**config.mk**
```make
export PLATFORM = sky130hd
export DESIGN_NAME = byte_decode_kem
export DESIGN_NICKNAME = d
export VERILOG_FILES = /design/src/rtl/byte_decode_kem_pkg.sv /design/src/rtl/byte_decode_kem_unpacker.sv /design/src/rtl/byte_decode_kem.sv
export SDC_FILE = /design/constraint.sdc
export NUM_CORES = 1
export LEC_CHECK = 0
export ABC_AREA = 1
export BUFFER_PORTS_ARGS = -buffer_cell sky130_fd_sc_hd__clkbuf_2
export CORE_MARGIN = 2
export CORE_UTILIZATION = 45
export DETAILED_ROUTE_END_ITERATION = 12
export MAX_ROUTING_LAYER = met4
export SKIP_LAST_GASP = 1
export SYNTH_ARGS = -nofsm -noshare
export SYNTH_HDL_FRONTEND = slang
export SYNTH_SLANG_ARGS = --single-unit
```
**constraint.sdc**
```tcl
create_clock -name clk_i -period 3.3 [get_ports clk_i]
set_input_delay 0.66 -clock clk_i [delete_from_list [all_inputs] [get_ports clk_i]]
set_output_delay 0.66 -clock clk_i [all_outputs]
set_load 0.03 [all_outputs]
```
**src/rtl/byte_decode_kem_pkg.sv**
```systemverilog
// Shared types and constants for the streaming ByteDecode_d unpacker.
package byte_decode_kem_pkg;

    // ML-KEM prime modulus; decoded 12-bit coefficients must stay below it.
    localparam int unsigned ML_KEM_Q          = 3329;
    localparam int unsigned BD_COEFS_PER_POLY = 256;
    localparam int unsigned BD_WORD_W         = 64;
    localparam int unsigned BD_BUF_W          = 128;
    localparam int unsigned BD_CNT_W          = 8;

    typedef enum logic [1:0] {
        BD_IDLE,
        BD_RUN,
        BD_DONE
    } byte_decode_state_t;

    // Low-order mask of 'width' ones, width in 1..12.
    function automatic logic [11:0] bd_mask(input logic [3:0] width);
        return 12'((13'd1 << width) - 13'd1);
    endfunction

endpackage

```
**src/rtl/byte_decode_kem_unpacker.sv**
```systemverilog
// 128-bit bit buffer: words are appended above the current fill level,
// coefficients are taken from bit 0. Caller guarantees push only when
// cnt <= 64 and pop only when cnt >= width, so the buffer never overflows
// or underflows. Bits above cnt are always zero, which lets insertion be an OR.
module bit_unpacker_128
    import byte_decode_kem_pkg::*;
(
    input  logic                 clk_i,
    input  logic                 rst_i,
    input  logic                 clr_i,
    input  logic                 push_i,
    input  logic                 pop_i,
    input  logic [3:0]           width_i,
    input  logic [BD_WORD_W-1:0] din_i,
    output logic [11:0]          data_o,
    output logic [BD_CNT_W-1:0]  cnt_o
);

    logic [BD_BUF_W-1:0] r_buf;
    logic [BD_CNT_W-1:0] r_cnt;

    logic [BD_BUF_W-1:0] w_shifted;
    logic [BD_BUF_W-1:0] w_ins;
    logic [BD_BUF_W-1:0] w_buf_next;
    logic [BD_CNT_W-1:0] w_base;
    logic [BD_CNT_W-1:0] w_cnt_next;

    // Next buffer: drop the popped coefficient first, then place the new
    // word directly above whatever remains.
    always_comb begin
        w_shifted  = pop_i ? (r_buf >> width_i) : r_buf;
        w_base     = pop_i ? (r_cnt - {4'd0, width_i}) : r_cnt;
        w_ins      = {{(BD_BUF_W - BD_WORD_W){1'b0}}, din_i} << w_base;
        w_buf_next = push_i ? (w_shifted | w_ins) : w_shifted;
        w_cnt_next = w_base + (push_i ? 8'(BD_WORD_W) : 8'd0);
    end

    // Buffer and fill-count registers; held while neither side transfers.
    always_ff @(posedge clk_i) begin
        if (rst_i || clr_i) begin
            r_buf <= '0;
            r_cnt <= '0;
        end else if (push_i || pop_i) begin
            r_buf <= w_buf_next;
            r_cnt <= w_cnt_next;
        end
    end

    assign data_o = r_buf[11:0] & bd_mask(width_i);
    assign cnt_o  = r_cnt;

endmodule

```
**src/rtl/byte_decode_kem.sv**
```systemverilog
// Streaming ByteDecode_d: unpacks little-endian 64-bit words into d-bit
// coefficients for K_POLY polynomials of 256 coefficients each, with a
// sticky modulus check when d = 12.
module byte_decode_kem
    import byte_decode_kem_pkg::*;
#(
    parameter int unsigned D      = 12,
    parameter int unsigned K_POLY = 3
) (
    input  logic        clk_i,
    input  logic        rst_i,
    input  logic        start_i,
    output logic        busy_o,
    input  logic [63:0] din_i,
    input  logic        din_valid_i,
    output logic        din_ready_o,
    output logic [11:0] coef_o,
    output logic [7:0]  coef_idx_o,
    output logic [3:0]  poly_idx_o,
    output logic        coef_valid_o,
    input  logic        coef_ready_i,
    output logic        done_o,
    output logic        err_o
);

    // A polynomial is 256*D bits = 4*D words; polynomials never share a word.
    localparam int unsigned JOB_WORDS = 4 * D * K_POLY;
    localparam logic [3:0]  W_D       = 4'(D);
    localparam logic [15:0] W_JOB     = 16'(JOB_WORDS);
    localparam logic [7:0]  LAST_COEF = 8'(BD_COEFS_PER_POLY - 1);
    localparam logic [3:0]  LAST_POLY = 4'(K_POLY - 1);
    localparam bit          CHECK_Q   = (D == 12);

    byte_decode_state_t r_state;
    byte_decode_state_t w_state_next;

    logic [15:0]         r_words_left;
    logic [7:0]          r_coef_idx;
    logic [3:0]          r_poly_idx;
    logic                r_err;

    logic [11:0]         w_coef;
    logic [BD_CNT_W-1:0] w_cnt;
    logic                w_run;
    logic                w_start;
    logic                w_push;
    logic                w_pop;
    logic                w_last;
    logic                w_coef_bad;

    // Handshake and control decode from the current state and buffer level.
    always_comb begin
        w_run        = (r_state == BD_RUN);
        w_start      = (r_state == BD_IDLE) && start_i;
        din_ready_o  = w_run && (r_words_left != 16'd0) && (w_cnt <= 8'(BD_WORD_W));
        coef_valid_o = w_run && (w_cnt >= {4'd0, W_D});
        w_push       = din_valid_i && din_ready_o;
        w_pop        = coef_valid_o && coef_ready_i;
        w_last       = (r_coef_idx == LAST_COEF) && (r_poly_idx == LAST_POLY);
        w_coef_bad   = CHECK_Q && (w_coef >= 12'(ML_KEM_Q));
    end

    bit_unpacker_128 u_unpacker (
        .clk_i   (clk_i),
        .rst_i   (rst_i),
        .clr_i   (w_start),
        .push_i  (w_push),
        .pop_i   (w_pop),
        .width_i (W_D),
        .din_i   (din_i),
        .data_o  (w_coef),
        .cnt_o   (w_cnt)
    );

    // State register.
    always_ff @(posedge clk_i) begin
        if (rst_i) begin
            r_state <= BD_IDLE;
        end else begin
            r_state <= w_state_next;
        end
    end

    // Next state: a job ends on the final coefficient transfer; DONE lasts one cycle.
    always_comb begin
        w_state_next = r_state;
        case (r_state)
            BD_IDLE: if (start_i)          w_state_next = BD_RUN;
            BD_RUN:  if (w_pop && w_last)  w_state_next = BD_DONE;
            BD_DONE:                       w_state_next = BD_IDLE;
            default:                       w_state_next = BD_IDLE;
        endcase
    end

    // Word budget, coefficient/polynomial indices and sticky modulus flag.
    always_ff @(posedge clk_i) begin
        if (rst_i) begin
            r_words_left <= '0;
            r_coef_idx   <= '0;
            r_poly_idx   <= '0;
            r_err        <= 1'b0;
        end else if (w_start) begin
            r_words_left <= W_JOB;
            r_coef_idx   <= '0;
            r_poly_idx   <= '0;
            r_err        <= 1'b0;
        end else begin
            if (w_push) begin
                r_words_left <= r_words_left - 16'd1;
            end
            if (w_pop) begin
                r_coef_idx <= r_coef_idx + 8'd1;
                if (w_last) begin
                    r_poly_idx <= '0;
                end else if (r_coef_idx == LAST_COEF) begin
                    r_poly_idx <= r_poly_idx + 4'd1;
                end
                if (w_coef_bad) begin
                    r_err <= 1'b1;
                end
            end
        end
    end

    assign busy_o     = (r_state != BD_IDLE);
    assign done_o     = (r_state == BD_DONE);
    assign err_o      = r_err;
    assign coef_o     = w_coef;
    assign coef_idx_o = r_coef_idx;
    assign poly_idx_o = r_poly_idx;

endmodule

```
==> impl_summary.md, run 1 <==
Critical path
STA puts the critical path data required time at 3.61 ns. The startpoint identified for the worst register-to-register timing path is u_unpacker.cnt_o[4]. The endpoint kind of the worst setup timing path is a flop. The setup path with the least slack is of type reg -> reg. The launching instance or port of the critical path is u_unpacker.cnt_o[4]. The worst register-to-register path has a setup slack of 0.34 ns. The worst setup path is launched from a flop. The largest driver fanout on the critical path is 19.

STA puts the critical path data arrival time at 3.27 ns.

GRT
The initial antenna violation count was 0. The largest net degree at the start of global routing is 157. Global routing used between 30% and 40% of the available tracks across all layers. The first global-routing pass estimated 69.30 mm of wire. The number of global-route vias before repair is 12254. The remaining global-route overflow is 0.

Clocking
The post-cts sizing count is 0. The clock tree buffer depth is 2. The number of clock sinks seen by CTS is between 150 and 200. The later-pin clock latency in the skew report is 0.44 ns. The root buffer selected by CTS is sky130_fd_sc_hd__clkbuf_16. The setup fix buffers added after clock tree synthesis is 0. The register clock-pin slew on the reported worst setup and hold paths is 0.07 ns. The number of buffers added to fix hold violations after cts is 0. The number of buffers created by CTS is 17.

TritonCTS built the clock tree. The number of H-tree branching levels is 4.

Yosys
The distinct cell type count after synthesis is 38. Of all flip-flops after synthesis, the portion carrying an async set or reset was 0%. The mapped netlist covers roughly 12000 um2. The yosys synthesis warning count is 0. Among all flip-flop cells after synthesis, the most frequent one is sky130_fd_sc_hd__dfxtp_1. Of the post-synthesis cell area, the dominant cell type holds 28.26%. The cell count after synthesis is approximately 2000.

Counting every net in the synthesized netlist gives 2088. The average instance in the mapped netlist occupies 5.809 um2. The commonest cells after synthesis are sky130_fd_sc_hd__nand2_1 (817), sky130_fd_sc_hd__nand3_1 (258), sky130_fd_sc_hd__dfxtp_1 (165).

The most frequent cell after synthesis is sky130_fd_sc_hd__nand2_1. For this run, the register share of the synthesized area comes to 28.26%. Sorting the synthesized cells by area gives the leading types as sky130_fd_sc_hd__dfxtp_1 (28%), sky130_fd_sc_hd__nand2_1 (26%), sky130_fd_sc_hd__nand3_1 (11%), sky130_fd_sc_hd__a21oi_1 (5.2%), sky130_fd_sc_hd__o21ai_0 (4.6%). In this run, synthesis produced a sequential element count of around 170. The top cell type by total area after synthesis is sky130_fd_sc_hd__dfxtp_1. In this run, synthesis inferred 0 flip-flops with an integrated enable.

Power and ir drop
Overall power consumption after layout is estimated at between 5000 and 6000 uW. The analysis attributes to cell leakage a power of between 0.006 and 0.007 uW. In this run, the combinational gates consume 19.5% of the power. The switching component of the power is 1665 uW. The clock power share is 41.2%.

Dividing total power by cell area gives a power density of 394.6 nW/um2. The fraction of power spent switching nets is 32.10%. Across the VDD grid, the largest voltage drop is between 0.2 and 0.25 mV. The sequential fraction of design power is 39.3%.

The internal portion of the total power is 3523 uW.

STA
The slew of the pin with the lowest slew margin is roughly 0.93 ns. Derived from the worst setup path, the maximum achievable clock frequency is ~340 MHz. The number of endpoints failing setup at the final stage is 0. Setup repair after global routing left no endpoint under its margin.

Headroom to the max-slew limit came out at 37.98%. For the finished layout, the period the worst path requires is 2.959 ns. After routing, the total negative slack on setup checks comes to 0 ns. The tightest hold path in the finished design has a slack of roughly 0.45 ns. The final count of hold timing violations was 0. Dividing the final minimum period by the clock period gives 89.67%. The number of max-slew violations in the final report is 0.

The largest clock skew in the final design is 0.01257 ns.

Final layout
The area of all sequential standard cells is 3303 um2. The filler cells instantiated in the layout total roughly 2700. The count of inserted antenna diode cells is 0.

The relative area change from synthesis to final layout is 12.49%. The post-route netlist has 10.28% of its cells at a drive strength greater than 1. Summing all multi-input logic gate instances after layout gives ~7400 um2. The layout net count is 2105.

Drt
For this block, the routed nets add up to 44.85 mm of wire. The number of nets with antenna violations after detailed routing is 0. The count of routing violations after the opening detailed-route iteration is around 1800. The residual DRC count is 0. Detailed routing inserted a total of 13718 vias. The vias per cell is 5.783. The number of detailed-route iterations in the first pass is 6. The average routed wire per standard cell is 18.91 um.

Floorplan
The die covers 27280 um2. The die is 165.2 um wide. For this configuration, the core starts out at a cell density of 46.15%. The row count is 58.

After floorplanning, the core was sized to cover 25330 um2. In this run the vertical extent of the chip is 165.2 um. The number of I/O pins is 98.

Hold path
The startpoint of the lowest-slack hold path is err_o. The worst hold path belongs to the class reg -> reg.

Place
The count of input and output buffers is 97. The congestion estimate from routability-driven global placement came to 1.028. The placed wire-length estimate after detailed placement is 32.36 mm.

Flow run
The tool flagged a number of max-cap violations equal to 0.

Run status
The flow ran to the end, and the final reports show no timing, DRC or antenna violations.
[power by group through the flow]
stage,Combinational (uW),Clock [uW],Sequential [uW]
after floorplan,630,0,2080
after global placement,985,0,2090
after detailed placement,988,0,2090
after CTS,992,2180,2040
after global routing,1100,2260,2040
final,1010,2140,2040
[placed cells by master, fill, tap and decap left out, types with 5 or more instances in the layout]
cell                          n
sky130_fd_sc_hd__a21oi_1    122
sky130_fd_sc_hd__a22oi_1     38
sky130_fd_sc_hd__a31oi_1     33
sky130_fd_sc_hd__buf_12      11
sky130_fd_sc_hd__buf_4       40
sky130_fd_sc_hd__clkbuf_16   17
sky130_fd_sc_hd__clkbuf_2    97
sky130_fd_sc_hd__dfxtp_1    165
sky130_fd_sc_hd__ha_1         7
sky130_fd_sc_hd__inv_1      115
sky130_fd_sc_hd__mux2i_1     21
sky130_fd_sc_hd__nand2_1    814
sky130_fd_sc_hd__nand2_2      5
sky130_fd_sc_hd__nand3_1    258
sky130_fd_sc_hd__nand4_1     28
sky130_fd_sc_hd__nor2_1      63
sky130_fd_sc_hd__nor3_1      25
sky130_fd_sc_hd__o21ai_0    107
sky130_fd_sc_hd__or2_1        6
sky130_fd_sc_hd__or2_2       10
sky130_fd_sc_hd__xor2_1       5
[worst paths after layout]
kind                                             end  cells after the start
worst max register to register  u_unpacker.r_buf[96]                     12
worst max-delay path            u_unpacker.r_buf[96]                     12
worst min-delay path                           err_o                      2
worst min register to register                 err_o                      2
[worst max-delay path, cell delays in order, from the launching register on]
cell and delay [ns]:
sky130_fd_sc_hd__dfxtp_1 0.51, sky130_fd_sc_hd__nor2_1 0.14, sky130_fd_sc_hd__nand3_2 0.13, sky130_fd_sc_hd__nand3_4 0.14, sky130_fd_sc_hd__o21ai_4 0.59, sky130_fd_sc_hd__buf_4 0.25, sky130_fd_sc_hd__nand3_1 0.13, sky130_fd_sc_hd__nand2_1 0.15
sky130_fd_sc_hd__nand2_1 0.09, sky130_fd_sc_hd__nand3_1 0.10, sky130_fd_sc_hd__nand2_1 0.12, sky130_fd_sc_hd__o21ai_0 0.37, sky130_fd_sc_hd__a21oi_1 0.10
[routing by layer]
layer | routed length [um] | part of all wire [%] | global-route usage [%]
met4 | 2384 | 5.3 | 16.44
met5 | 0 | 0 | -
met3 | 3147 | 7.0 | 4.945
met2 | 20680 | 46 | 54.72
met1 | 18630 | 42 | 42.59
[cells by family after synthesis]
logic type | share of synthesized area (%)
multiplexers | 1.798
AO/OA/AOI/OAI | 14.52
AND/OR/NAND/NOR | 44.23
buffers and inverters | 9.495
flip-flops | 28.26
XOR/XNOR | 0.9527
adder cells (fa/ha/maj) | 0.7493
[state kept, by name, indices dropped and copies added, names as in the netlist]
name and flops:
r_state 2, poly_idx_o 4, r_words_left 16, u_unpacker.cnt_o 6, err_o 1, u_unpacker.r_buf 128, coef_idx_o 8
[final cells by class]
class	instances	share of cell area, %
multi-input cells	1577	55.90
clock inverters	13	1.446
repair buffers	148	7.651
flip-flops and latches	165	25.12
well taps	330	3.140
inverters	120	3.445
clock buffers	19	3.292
[through the flow]
stage	area, um2	std cells	utilization [%]	worst slack, ns
finish	13150	2372	51.92	0.3408
global placement	12530	2340	49.46	0.3889
floorplan	11690	2012	-	0.8591
global route	13150	2372	51.92	0.1620
CTS	13150	2372	51.92	0.3869
detailed placement	12530	2340	49.46	0.3846
Power figures use the tool's default switching activity.
==> inputs of run 2 (changes only) <==
CORE_ASPECT_RATIO = 0.75   (was not set)
==> run 2 against run 1 <==
  * Total power shrank 1.7%
  * Combinational power grew 4%
  * Die area is essentially flat
  * Count of clock-buffer cells in the layout grew 2
  * Flip-flop and latch count is the same
  * Sequential power is essentially flat
  * Worst setup slack lost 0.095 ns
  * Cell area grew 0.86%
  * Clock skew grew 0.00068 ns
  * Critical path type unchanged
  * Largest cell class unchanged
==> impl_summary.md, run 2 (synthesis gave the netlist of run 1 again) <==
Power and ir drop
The leakage component of the power is 0.006258 uW (was 0.006210 uW). The sequential fraction of design power is 40.1% (was 39.3%). The fraction of power consumed by combinational cells is 20.5% (was 19.5%). The internal power of the cells is 3453 uW (was 3523 uW). The worst-case vdd ir drop was 0.3792 mV (was 0.2417 mV).

The clock power share is 39.4% (was 41.2%). The switching component of the power is 1645 uW (was 1665 uW). The power per cell area is 384.5 nW/um2 (was 394.6 nW/um2).

The total design power came to 5099 uW (was 5189 uW). The fraction of power spent switching nets is 32.27% (was 32.10%).

Final layout
The layout net count is 2119 (was 2105). The most common cell after layout, fill and taps aside was sky130_fd_sc_hd__nand2_1 (unchanged). The relative area change from synthesis to final layout is 13.46% (was 12.49%).

The utilization after layout is 51.57% (was 51.92%). The flip-flop count of the largest register after layout is 128 (unchanged). The fraction of final layout cells sized beyond drive strength 1 is 10.80% (was 10.28%). Most frequent cells in the layout: sky130_fd_sc_hd__nand2_1 (814), sky130_fd_sc_hd__nand3_1 (258), sky130_fd_sc_hd__dfxtp_1 (165) (unchanged). The largest register by flop count is u_unpacker.r_buf (unchanged).

Run status
Status: complete, no violations (unchanged).

Critical path
The startpoint of the lowest-slack register-to-register path is u_unpacker.cnt_o[3] (was u_unpacker.cnt_o[4]). The path depth of the worst reg2reg path is 14 (was 12). The endpoint kind of the worst setup timing path is a flop (unchanged). The terminus of the critical flop-to-flop path is u_unpacker.r_buf[82] (was u_unpacker.r_buf[96]).

The startpoint type of the worst setup path is a flop (unchanged). The data arrival at the endpoint of the critical path is 3.37 ns (was 3.27 ns). The classification of the worst setup path is reg -> reg (unchanged). The largest driver fanout on the critical path came to 16 (was 19). The reg2reg setup slack is 0.25 ns (was 0.34 ns). The critical path required time is 3.61 ns (about the same).

STA
The post-route minimum period is 3.054 ns (was 2.959 ns). The largest clock skew in the final design was 0.01325 ns (was 0.01257 ns). The number of max-slew violations in the final report is 0 (unchanged). The worst hold slack across all endpoints is 0.4532 ns (was 0.4546 ns).

The final critical-path share of the clock period is 92.56% (was 89.67%). The maximum operating frequency is 327.4 MHz (was 337.9 MHz). The slew of the pin with the lowest slew margin is 0.6969 ns (was 0.9303 ns).

Unrepaired setup endpoints after global routing: false (unchanged). The remaining max-slew budget at the tightest pin is 53.54% (was 37.98%). The final count of hold timing violations is 0 (unchanged).

The setup total negative slack is 0 ns (unchanged). The number of endpoints failing setup at the final stage is 0 (unchanged).

Clocking
The setup fix buffers added after clock tree synthesis is 0 (unchanged). The number of clock sinks seen by CTS is 165 (unchanged). The later-pin clock latency in the skew report was 0.44 ns (about the same). The number of buffers added to fix hold violations after cts is 0 (unchanged).

The clock tree from TritonCTS is yes (unchanged). The root buffer selected by CTS is sky130_fd_sc_hd__clkbuf_16 (unchanged). The number of H-tree branching levels is 4 (unchanged). The register clock-pin slew on the reported worst setup and hold paths is 0.07 ns (about the same). The post-cts sizing count came to 0 (unchanged). The clock tree buffer depth came to 2 (unchanged).

The number of buffers created by CTS is 17 (unchanged).

Hold path
The startpoint of the lowest-slack hold path was err_o (unchanged). The hold path endpoint is err_o (unchanged). The worst hold-check path type is reg -> reg (unchanged). The cell count of the worst hold path was 2 (unchanged).

Flow run
The max-cap check violation count is 0 (unchanged).

Drt
The total detailed-routing wirelength is 48.22 mm (was 44.85 mm). The average routed wire per standard cell was 20.09 um (was 18.91 um). The number of nets with antenna violations after detailed routing was 0 (unchanged). The residual DRC count is 0 (unchanged).

The count of routing violations after the opening detailed-route iteration is 1534 (was 1750). The vias per cell is 5.686 (was 5.783). The via total after detailed routing is 13647 (was 13718). The number of detailed-route iterations in the first pass was 6 (unchanged).

Place
The placer congestion estimate was 0.9683 (was 1.028). The count of input and output buffers came to 97 (unchanged). The placed wire-length estimate after detailed placement was 35.25 mm (was 32.36 mm).

GRT
The initial antenna violation count is 1 (was 0). The remaining global-route overflow is 0 (unchanged). The first-pass GRT wire length is 72.64 mm (was 69.30 mm). The total routing resource utilization after global routing is 36.29% (was 34.25%). The global routing usage on met3 is 5.641% (was 4.945%). The layer with the highest usage is met2 (unchanged). The number of global-route vias before repair is 12332 (was 12254). The largest net degree at the start of global routing came to 113 (was 157). The met2 global-route usage is 54.03% (was 54.72%). The met1 routing resource usage after global routing is 49.94% (was 42.59%).

Floorplan
The die footprint is 27290 um2 (was 27280 um2). The die width was 190.1 um (was 165.2 um). The area of the placeable core is 25720 um2 (was 25330 um2). The row count was 51 (was 58). The effective utilization at floorplan was 45.45% (was 46.15%).

The height of the die is 143.6 um (was 165.2 um). The number of I/O pins is 98 (unchanged).
==> run 2: cell types whose count changed in the layout (fill, tap and decap cells not counted) <==
cell	delta
sky130_fd_sc_hd__bufinv_16	-1
sky130_fd_sc_hd__clkinvlp_4	+3
sky130_fd_sc_hd__clkbuf_1	+1
sky130_fd_sc_hd__buf_4	+11
sky130_fd_sc_hd__clkbuf_8	+1
sky130_fd_sc_hd__clkinv_4	-3
sky130_fd_sc_hd__inv_8	-2
sky130_fd_sc_hd__clkinv_8	-1
sky130_fd_sc_hd__diode_2	+1
sky130_fd_sc_hd__clkinv_2	+1
sky130_fd_sc_hd__buf_12	+3
==> run 2: area by class of cell <==
class	count	area [um2]
Clock buffer	21	450.4
Multi-Input combinational cell	1577	7351
Inverter	120	452.9
Fill cell	2773	12450
Clock inverter	10	122.6
Tap cell	344	430.4
Timing Repair Buffer	162	1149
Sequential cell	165	3303
Antenna cell	1	2.502
==> run 2: power by group through the flow <==
stage	Combinational [uW]	Clock [uW]	Sequential, uW
2_1_floorplan	630	0	2080
3_3_place_gp	1020	0	2090
3_5_place_dp	1020	0	2090
4_1_cts	1020	2030	2040
5_1_grt	1140	2110	2040
6_report	1050	2010	2040
==> run 2: metrics by stage <==
stage / instances / area (um2) / setup slack [ns]
finish: 2400 / 13260 / 0.2456
detailed placement: 2368 / 12690 / 0.1987
global route: 2400 / 13260 / 0.02872
floorplan: 2012 / 11690 / 0.8591
CTS: 2399 / 13260 / 0.2605
global placement: 2368 / 12690 / 0.2314
==> run 2: worst max-delay path: stages, from the launching register on <==
cell and delay [ns]:
sky130_fd_sc_hd__dfxtp_1 0.36, sky130_fd_sc_hd__ha_1 0.16, sky130_fd_sc_hd__inv_1 0.06, sky130_fd_sc_hd__nand3_2 0.15, sky130_fd_sc_hd__nand3_4 0.21, sky130_fd_sc_hd__buf_4 0.25, sky130_fd_sc_hd__o21ai_4 0.43, sky130_fd_sc_hd__buf_4 0.30
sky130_fd_sc_hd__nand3_1 0.13, sky130_fd_sc_hd__nand2_1 0.16, sky130_fd_sc_hd__nand2_1 0.07, sky130_fd_sc_hd__nand2_1 0.09, sky130_fd_sc_hd__nor2_1 0.04, sky130_fd_sc_hd__o21ai_0 0.40, sky130_fd_sc_hd__a21oi_1 0.12
==> run 2: per-layer routing <==
| metal | up-vias | part of all wire [%] | wire length [um] |
|---|---|---|---|
| met4 | 0 | 3.0 | 1459 |
| met2 | 595 | 43 | 20870 |
| li1 | 6653 | - | - |
| met3 | 90 | 7.9 | 3806 |
| met5 | - | 0 | 0 |
| met1 | 6309 | 46 | 22080 |
==> run 2: how the worst max path moves through the flow <==
| stage | start | to | slack, ns | depth (start not counted) |
|---|---|---|---|---|
| after floorplan | u_unpacker.cnt_o[2] | u_unpacker.cnt_o[6] | 0.86 | 13 |
| after global placement | coef_ready_i | u_unpacker.r_buf[82] | 0.23 | 12 |
| after detailed placement | coef_ready_i | u_unpacker.r_buf[82] | 0.20 | 12 |
| after CTS | u_unpacker.cnt_o[3] | u_unpacker.r_buf[82] | 0.26 | 14 |
| after global routing | u_unpacker.cnt_o[3] | u_unpacker.r_buf[82] | 0.03 | 14 |
| final | u_unpacker.cnt_o[3] | u_unpacker.r_buf[82] | 0.25 | 14 |
